### src/rtl/hazard_fwd_unit.sv
// hazard_fwd_unit: pipeline hazard and forwarding controller.
//
// An internal scoreboard keeps one entry per post-ID stage. Slot 0 is EXE,
// slot 1 is MEM, and so on. Each entry holds {v, rd, wreg, m2reg}. From the
// scoreboard and the ID-stage operands the block produces, in the same cycle:
// operand forwarding selects, the load-use stall, issue, and the taken-branch
// flush. Branches are predicted not-taken, and wrong-path work is squashed
// when br_taken arrives.
//
// Optional feature: define HAZARD_PERF_EN to add three free-running 32-bit
// event counters (stall cycles, flush cycles, issued cycles that forward).
module hazard_fwd_unit #(
    parameter  int REG_AW    = 5,
    parameter  int FWD_DEPTH = 2,
    parameter  int LOAD_LAT  = 1,
    parameter  int RES_SLOT  = 0,
    localparam int FSW       = $clog2(FWD_DEPTH + 1)
) (
    input  logic              clk,
    input  logic              rst,
    input  logic              id_valid,
    input  logic [REG_AW-1:0] id_rs1,
    input  logic              id_rs1_en,
    input  logic [REG_AW-1:0] id_rs2,
    input  logic              id_rs2_en,
    input  logic [REG_AW-1:0] id_rd,
    input  logic              id_wreg,
    input  logic              id_m2reg,
    input  logic              br_taken,
    output logic [FSW-1:0]    fwd_a_sel,
    output logic [FSW-1:0]    fwd_b_sel,
    output logic              stall,
    output logic              issue,
    output logic              flush_id
`ifdef HAZARD_PERF_EN
    ,
    output logic [31:0]       perf_stall_cnt,
    output logic [31:0]       perf_flush_cnt,
    output logic [31:0]       perf_fwd_cnt
`endif
);

    // Result of searching the scoreboard for one source operand.
    // The early_load flag marks a load whose data is not ready yet.
    typedef struct packed {
        logic           hit;
        logic           early_load;
        logic [FSW-1:0] sel;
    } match_t;

    // Scoreboard. Only the valid bits are control state. The payload fields
    // are plain data and are ignored whenever the matching valid bit is clear.
    logic [FWD_DEPTH-1:0] sb_v;
    logic [FWD_DEPTH-1:0] sb_wreg;
    logic [FWD_DEPTH-1:0] sb_m2reg;
    logic [REG_AW-1:0]    sb_rd [FWD_DEPTH];

    logic [FWD_DEPTH-1:0] eff_wr;
    logic                 rs1_live;
    logic                 rs2_live;
    match_t               match_a;
    match_t               match_b;
    logic                 hazard_a;
    logic                 hazard_b;

    // Find the youngest slot (lowest index) that writes register rs.
    // Older writers of the same register are shadowed by the younger one.
    function automatic match_t find_youngest(
        input logic [REG_AW-1:0]    rs,
        input logic [FWD_DEPTH-1:0] wr_mask,
        input logic [FWD_DEPTH-1:0] ld_mask,
        input logic [REG_AW-1:0]    rd_tab [FWD_DEPTH]
    );
        match_t m;
        m = '0;
        // Scan from the oldest slot to the youngest, so the youngest hit wins.
        for (int k = FWD_DEPTH - 1; k >= 0; k--) begin
            if (wr_mask[k] && (rd_tab[k] == rs)) begin
                m.hit        = 1'b1;
                m.early_load = ld_mask[k] && (k < LOAD_LAT);
                m.sel        = FSW'(k + 1);
            end
        end
        return m;
    endfunction

    // A slot really writes the register file only if it is valid, has
    // wreg set, and targets a register other than r0.
    always_comb begin
        eff_wr = '0;
        for (int k = 0; k < FWD_DEPTH; k++) begin
            eff_wr[k] = sb_v[k] & sb_wreg[k] & (sb_rd[k] != '0);
        end
    end

    // Operand search. Reads of r0 and disabled operands never match.
    always_comb begin
        rs1_live = id_valid & id_rs1_en & (id_rs1 != '0);
        rs2_live = id_valid & id_rs2_en & (id_rs2 != '0);
        match_a  = find_youngest(id_rs1, eff_wr, sb_m2reg, sb_rd);
        match_b  = find_youngest(id_rs2, eff_wr, sb_m2reg, sb_rd);
    end

    // Forward selects and load-use hazards. An operand that is still waiting
    // on a load reads the register file (select 0) and the instruction stalls.
    always_comb begin
        hazard_a  = rs1_live & match_a.hit & match_a.early_load;
        hazard_b  = rs2_live & match_b.hit & match_b.early_load;
        fwd_a_sel = (rs1_live & match_a.hit & ~match_a.early_load) ? match_a.sel : '0;
        fwd_b_sel = (rs2_live & match_b.hit & ~match_b.early_load) ? match_b.sel : '0;
    end

    // A taken branch overrides any stall: the stalled instruction is squashed.
    assign stall    = (hazard_a | hazard_b) & ~br_taken;
    assign issue    = id_valid & ~stall & ~br_taken;
    assign flush_id = br_taken;

    // ---- Stage boundary: ID -> scoreboard slot 0; slot k-1 -> slot k ----

    // Valid bits: shift down the pipe. Slot 0 takes a bubble on a stall or
    // a flush. On a taken branch, the entries younger than the resolving
    // branch (old slots 0..RES_SLOT-1) are squashed as they shift.
    always_ff @(posedge clk) begin
        if (rst) begin
            sb_v <= '0;
        end else begin
            sb_v[0] <= issue;
            for (int k = 1; k < FWD_DEPTH; k++) begin
                if (br_taken && (k <= RES_SLOT)) begin
                    sb_v[k] <= 1'b0;
                end else begin
                    sb_v[k] <= sb_v[k-1];
                end
            end
        end
    end

    // Payload fields: shift every cycle. No reset is needed because the
    // valid bits gate every use of these fields.
    always_ff @(posedge clk) begin
        sb_rd[0]    <= id_rd;
        sb_wreg[0]  <= id_wreg;
        sb_m2reg[0] <= id_m2reg;
        for (int k = 1; k < FWD_DEPTH; k++) begin
            sb_rd[k]    <= sb_rd[k-1];
            sb_wreg[k]  <= sb_wreg[k-1];
            sb_m2reg[k] <= sb_m2reg[k-1];
        end
    end

`ifdef HAZARD_PERF_EN
    // Event counters. They wrap naturally at 2^32 and clear on reset.
    always_ff @(posedge clk) begin
        if (rst) begin
            perf_stall_cnt <= '0;
            perf_flush_cnt <= '0;
            perf_fwd_cnt   <= '0;
        end else begin
            if (stall) begin
                perf_stall_cnt <= perf_stall_cnt + 32'd1;
            end
            if (br_taken) begin
                perf_flush_cnt <= perf_flush_cnt + 32'd1;
            end
            if (issue && ((fwd_a_sel != '0) || (fwd_b_sel != '0))) begin
                perf_fwd_cnt <= perf_fwd_cnt + 32'd1;
            end
        end
    end
`endif

endmodule

### config.mk
export PLATFORM = sky130hd
export DESIGN_NAME = hazard_fwd_unit
export DESIGN_NICKNAME = d
export VERILOG_FILES = /design/src/rtl/hazard_fwd_unit.sv
export SDC_FILE = /design/constraint.sdc
export NUM_CORES = 1
export LEC_CHECK = 0
export CAP_MARGIN = 10
export CORE_ASPECT_RATIO = 1.1
export CORE_MARGIN = 4
export CORE_UTILIZATION = 43
export CTS_BUF_LIST = sky130_fd_sc_hd__clkbuf_4 sky130_fd_sc_hd__clkbuf_8
export CTS_CLUSTER_SIZE = 40
export DETAILED_ROUTE_END_ITERATION = 6
export PLACE_DENSITY = 0.82
export SETUP_SLACK_MARGIN = 0.3
export SYNTH_ARGS = -nofsm -noshare
export SYNTH_HDL_FRONTEND = slang
export SYNTH_SLANG_ARGS = --single-unit
### constraint.sdc
create_clock -name clk -period 1.9 [get_ports clk]
set_input_delay 0.19 -clock clk [delete_from_list [all_inputs] [get_ports clk]]
set_output_delay 0.19 -clock clk [all_outputs]
set_load 0.01 [all_outputs]
==> results of run 1 <==
## per-layer routing
layer,track usage,part of all wire,vias up
met1,0.271,0.39,421
li1,-,-,399
met5,0,0,-
met4,0.184,0.046,0
met2,0.438,0.53,44
met3,0.0450,0.043,18
## state kept, by name, indices dropped and copies added, names as in the netlist
register / cells
sb_rd: 10
sb_v: 2
sb_wreg: 2
sb_m2reg: 1
## how the worst max path moves through the flow
stage / endpoint / slack [ps] / startpoint
after floorplan: issue / 240 / sb_rd[8]
after global placement: issue / -620 / id_rs1[1]
after detailed placement: issue / -640 / id_rs1[1]
after CTS: fwd_b_sel[1] / -250 / sb_rd[1]
after global routing: stall / -360 / sb_rd[8]
final: stall / -250 / sb_rd[7]
## power by group
group | internal (mW) | total, mW | switching, mW
Combinational | 0.119 | 0.197 | 0.0787
Clock | 0.0779 | 0.173 | 0.0956
Sequential | 0.328 | 0.348 | 0.0194
## through the flow
stage | hold slack, ps | setup WS, ps | utilization | area (um2)
after floorplan | 218 | 242 | - | 761
after global placement | 336 | -615 | 0.776 | 1240
after detailed placement | 349 | -643 | 0.776 | 1240
after CTS | 331 | -246 | 0.849 | 1360
after global routing | 318 | -363 | 0.882 | 1410
final | 337 | -254 | 0.882 | 1410
## layout by cell type (no fill, tap or decap), types with 5 or more instances in the layout
| cell | n |
|---|---|
| xnor2_2 | 5 |
| dfxtp_4 | 5 |
| xnor2_1 | 10 |
| or4_4 | 8 |
| nand2_1 | 6 |
| dfxtp_1 | 8 |
| buf_4 | 27 |
| clkdlybuf4s50_1 | 11 |
| buf_2 | 6 |
| dlygate4sd2_1 | 12 |
## critical path, cell delays in order, from the launching register on
cell and delay [ps]:
dfxtp_4 390, xnor2_1 220, nand3_1 140, or4_4 560
a211oi_2 220, buf_2 180
## timing repair
item	in CTS	in global routing
hold buffers	0	0
pin swaps	9	4
endpoints found under the hold margin	0	0
endpoints found under the setup margin	7	7
resized for setup	63	8
setup buffers	3	2
## cell families after synthesis
group | count (synthesis) | synth area share
AND/OR/NAND/NOR | 35 | 0.286
XOR/XNOR | 20 | 0.236
flip-flops | 15 | 0.404
AO/OA/AOI/OAI | 5 | 0.0589
buffers and inverters | 2 | 0.0152
## final cells by class
cell class	instances	share of cell area
Clock buffer	3	0.0160
Clock inverter	1	0.00356
Inverter	1	0.00267
Multi-Input combinational cell	60	0.408
Sequential cell	15	0.228
Tap cell	17	0.0151
Timing Repair Buffer	57	0.326
==> results.md, run 1 <==
* Outcome: finished, violations left
* Failing checks: negative setup slack
* I/O Buffers at 29
* Largest net degree at the start of global routing at 10
* Setup crit start kind: flip-flop
* H-tree Lvls at 1
* Post-route insts no fill at 154
* Final Hold Viols at 0
* DR WL/cell at roughly 19 um
* Initial Utilization at 0.466
* EDFF count, synth at 0
* GRT Total Usage at 0.258
* WP data arrival at between 1500 and 2000 ps
* F_max at 464 MHz
* Clk_skew at between 6 and 7 ps
* Placed Cells incl. Taps at 145
* Max transition margin at 0.668
* R2R Path End: sb_v[0]
* DRC viols at 0
* Global-route wire length before repair at 4420 um
* Total power at 718 uW
* Setup violators final at 6
* GP Congestion at 0.837
* Clk Latency, worst-skew pair at 270 ps
* Via count at 882
* Worst-path fanout max at 5
* Initial DRT Pass Iterations at 4
* CTS clock-pin slew for the worst setup and hold paths at roughly 90 ps
* Worst r2r path cells at 5
* Diodes inserted at 0
* Area fraction of the dominant cell type after synthesis at 0.404
* Unrepaired setup endpoints after global routing: yes
* CTS Buf Count at 3
* Die Y at just over 50 um
* Worst hold start: id_rd[1]
* Syn Area/Cell at roughly 9.7 um2
* Via/cell ratio at around 5.7
* Hold Path Depth at 1
* Initial antenna violation count at 0
* Cell area after synthesis at 743 um2
* DP Wirelength at 1850 um
* Final setup margin at -254 ps
* Crit path time final at about 2200 ps
* CP Capture Type: output pin
* Syn Nets at 100
* Post-synth ARST share at 0
* Crit Reg-Reg Startpoint: sb_rd[7]
* TNS Setup at -1030 ps
* Layout cells sized above 1 at 0.504
* MaxCap Viol Count at 0
* Synth Instances at 77
* Fillers at 75
* Synth-to-Final Area Change at 89.4%
* Post-synth cell types at 19
* Worst slew pin tran at 494 ps
* Root Driver: clkbuf_4
* Vias in the first global route at 949
* Multi-input gate area at 574 um2
* Crit path required time at 1710 ps
* Antenna viol nets, final at 0
* Die area at 0.00246 mm2
* WL final at 2870 um
* Crit Path Class: reg2out
* Most frequent cell after synthesis: xnor2_1
* Nets at around 160
* Core area at roughly 0.0016 mm2
* Clock buffer depth at 2
* Area occupied by registers at 322 um2
* Warnings from Yosys at 0
* IO Pins at 30
* Power Density at 510 mW/mm2
* Leakage power at around 0.58 nW
* Synth area leaders: dfxtp_1 (40%), xnor2_1 (19%), or4_1 (7.1%)
* Slew Limit Fails at 0
* Die X at approximately 48 um
* VDD IR-drop max at 0.000539 V
* Yosys reg bits at 15
* Worst Hold Class: in2reg
* Commonest cells in the netlist: xnor2_1 (16), dfxtp_1 (15), or4_1 (7)
* Setup slack, reg-to-reg at 260 ps
* Sequential-to-total area share from yosys stat at 0.404
* DR iter-0 viols at 36
* GRT overflow at 0
* Min-Delay Endpoint: sb_rd[6]
* FP Rows at 15
* Ys flop type: dfxtp_1
* Post-synth top area cell: dfxtp_1
* Final worst-path cycle share at 1.13
* CTS tree: done
* Clock Sinks at 15
Note: power is estimated with default switching activity, not from simulation.
==> run 2: changes to the inputs <==
--- a/config.mk
+++ b/config.mk
@@ -5,6 +5,7 @@
 export SDC_FILE = /design/constraint.sdc
 export NUM_CORES = 1
 export LEC_CHECK = 0
+export ABC_CLOCK_PERIOD_IN_PS = 1900
 export CAP_MARGIN = 10
 export CORE_ASPECT_RATIO = 1.1
 export CORE_MARGIN = 4
@@ -13,7 +14,7 @@
 export CTS_CLUSTER_SIZE = 40
 export DETAILED_ROUTE_END_ITERATION = 6
 export PLACE_DENSITY = 0.82
-export SETUP_SLACK_MARGIN = 0.3
+export SETUP_SLACK_MARGIN = 0.2
 export SYNTH_ARGS = -nofsm -noshare
 export SYNTH_HDL_FRONTEND = slang
 export SYNTH_SLANG_ARGS = --single-unit
==> run 2 against run 1 <==
Compared with the run above: the run still ends with negative setup slack left; flip-flop and latch count is the same; wire length shrank 17%; first-iteration DRC count shrank 67%; combinational power shrank 18%; sequential power is essentially flat; clock skew shrank 6.3 ps; critical endpoint is now issue; largest power group unchanged; highest routed layer unchanged.
==> results.md, run 2 (synthesized netlist as in run 1, its figures left out) <==
* Outcome: finished, violations left
* Failing checks: negative setup slack
* F_max at 474 MHz (+2.2%)
* Largest net degree at the start of global routing at 9 (-1)
* Largest registers: sb_rd (10), sb_v (2), sb_wreg (2)
* Min Hold Slack at 358 ps (+20.3 ps)
* DR iter-0 viols at 12 (-67%)
* Worst-path fanout max at 4 (-1)
* Final setup margin at -209 ps (+45.7 ps)
* WL final at 2400 um (-17%)
* Initial Utilization at 0.466 (unchanged)
* DP Wirelength at 1710 um (-7.7%)
* Synth-to-Final Area Change at 70.0%
* Max transition margin at 0.644 (-0.0232)
* Clk Latency, worst-skew pair at 260 ps (about the same)
* Crit Path Class: reg2out
* Clock buffer depth at 2 (unchanged)
* Max FFs per register at 10 (unchanged)
* Crit path time final at 2110 ps (-45.7 ps)
* Clock Sinks at 15 (unchanged)
* Layout cells sized above 1 at 0.386 (-0.118)
* Global-route wire length before repair at 3800 um (-14%)
* Initial DRT Pass Iterations at 4 (unchanged)
* Nets at 151 (-6.2%)
* I/O Buffers at 29 (unchanged)
* Area after DPL at 0.00117 mm2 (-5.7%)
* Vias in the first global route at 865 (-8.9%)
* Clk_skew at 0.334 ps (-6.31 ps)
* Crit path required time at 1710 ps (about the same)
* Unrepaired setup endpoints after global routing: yes
* CTS Buf Count at 3 (unchanged)
* Root Driver: clkbuf_4
* Hold buffers post-CTS at 0 (unchanged)
* DR WL/cell at 16.6 um (-11%)
* MaxCap Viol Count at 0 (unchanged)
* Design area at 0.00126 mm2 (-10%)
* CTS clock-pin slew for the worst setup and hold paths at 70 ps (-20 ps)
* Leakage power at 0.513 nW (-11%)
* Via count at 806 (-8.6%)
* Fillers at 114 (+52%)
* Die X at 47.6 um (unchanged)
* DRC viols at 0 (unchanged)
* VDD IR-drop max at 0.000541 V (+0.39%)
* Final worst-path cycle share at 1.11 (-0.0240)
* Slew Limit Fails at 0 (unchanged)
* GRT Total Usage at 0.217 (-0.0410)
* Worst slew pin tran at 529 ps (+34.5 ps)
* Core area at 0.00160 mm2 (unchanged)
* GP Congestion at 0.778 (-7.1%)
* Via/cell ratio at 5.60 (-2.3%)
* H-tree Lvls at 1 (unchanged)
* Initial antenna violation count at 0 (unchanged)
* Commonest non-fill, non-tap cell in the layout: buf_4
* Worst hold start: id_rd[2]
* Crit path from: sb_rd[8]
* Power Density at 543 mW/mm2 (+6.5%)
* Worst Hold Class: in2reg
* CTS tree: done
* Final core occ at 0.792 (-0.0902)
* Diodes inserted at 0 (unchanged)
* Crit Reg-Reg Startpoint: sb_rd[9]
* Reg with most FFs: sb_rd
* IO Pins at 30 (unchanged)
* GRT overflow at 0 (unchanged)
* Most frequent cells in the layout: buf_4 (18), dlygate4sd2_1 (13), xnor2_1 (12)
* Final Hold Viols at 0 (unchanged)
* Setup violators final at 6 (unchanged)
* Die Y at 51.6 um (unchanged)
* Die area at 0.00246 mm2 (unchanged)
* Setup crit start kind: flip-flop
* CP Capture Type: output pin
* Antenna viol nets, final at 0 (unchanged)
* WP data arrival at 1920 ps (-40 ps)
* FP Rows at 15 (unchanged)
-- run 2: cell types whose count changed in the layout (fill, tap and decap cells not counted), sizes merged --
| cell | previous run | this run |
|---|---|---|
| dlygate4sd2 | 12 | 13 |
| clkinv | 1 | 0 |
| buf | 34 | 23 |
| clkbuf | 3 | 4 |
-- run 2: report_power, final --
group	total [mW]	internal, mW	switching [mW]
logic	0.162	0.0987	0.0633
registers	0.351	0.330	0.0210
clock network	0.174	0.0952	0.0787
total	0.687	0.524	0.163
-- run 2: final timing paths --
| path | to | slack [ps] | depth (start not counted) |
|---|---|---|---|
| worst max-delay path | issue | -210 | 5 |
| worst min-delay path | sb_rd[7] | 360 | 1 |
| worst max register to register | sb_v[0] | 350 | 5 |
| worst min register to register | sb_wreg[1] | 360 | 0 |
-- run 2: critical path, stage by stage, from the launching register on --
cell      delay, ps
dfxtp_2         360
or4_4           570
o21bai_4        170
nor4_2           90
nor4b_2         280
buf_2           190
-- run 2: repair_timing --
item	in CTS	in global routing
setup endpoints to repair	6	6
buffers inserted	2	0
resized for setup	57	1
gates cloned	0	0
hold endpoints to repair	0	0
pin swaps	7	0
-- run 2: layer usage --
layer	share of wire	track usage	vias to the layer above
li1	-	-	384
met1	0.36	0.222	386
met2	0.56	0.406	28
met3	0.053	0.0311	8
met4	0.033	0.0987	0
met5	0	0	-
-- run 2: through the flow --
step                power [mW]  std cells  TNS [ps]  worst slack (ps)
floorplan                0.407         77         0               201
global placement         0.501        138     -3220              -622
detailed placement       0.507        138     -3400              -700
CTS                      0.687        144      -586              -210
global route             0.722        144     -1260              -276
finish                   0.687        144      -862              -209
-- run 2: final cells by class --
cell class	instances	area (um2)	share of cell area
repair buffers	47	384	0.304
clock buffers	4	30.0	0.0238
multi-input cells	60	508	0.402
well taps	17	21.3	0.0168
inverters	1	3.75	0.00297
flip-flops and latches	15	317	0.250
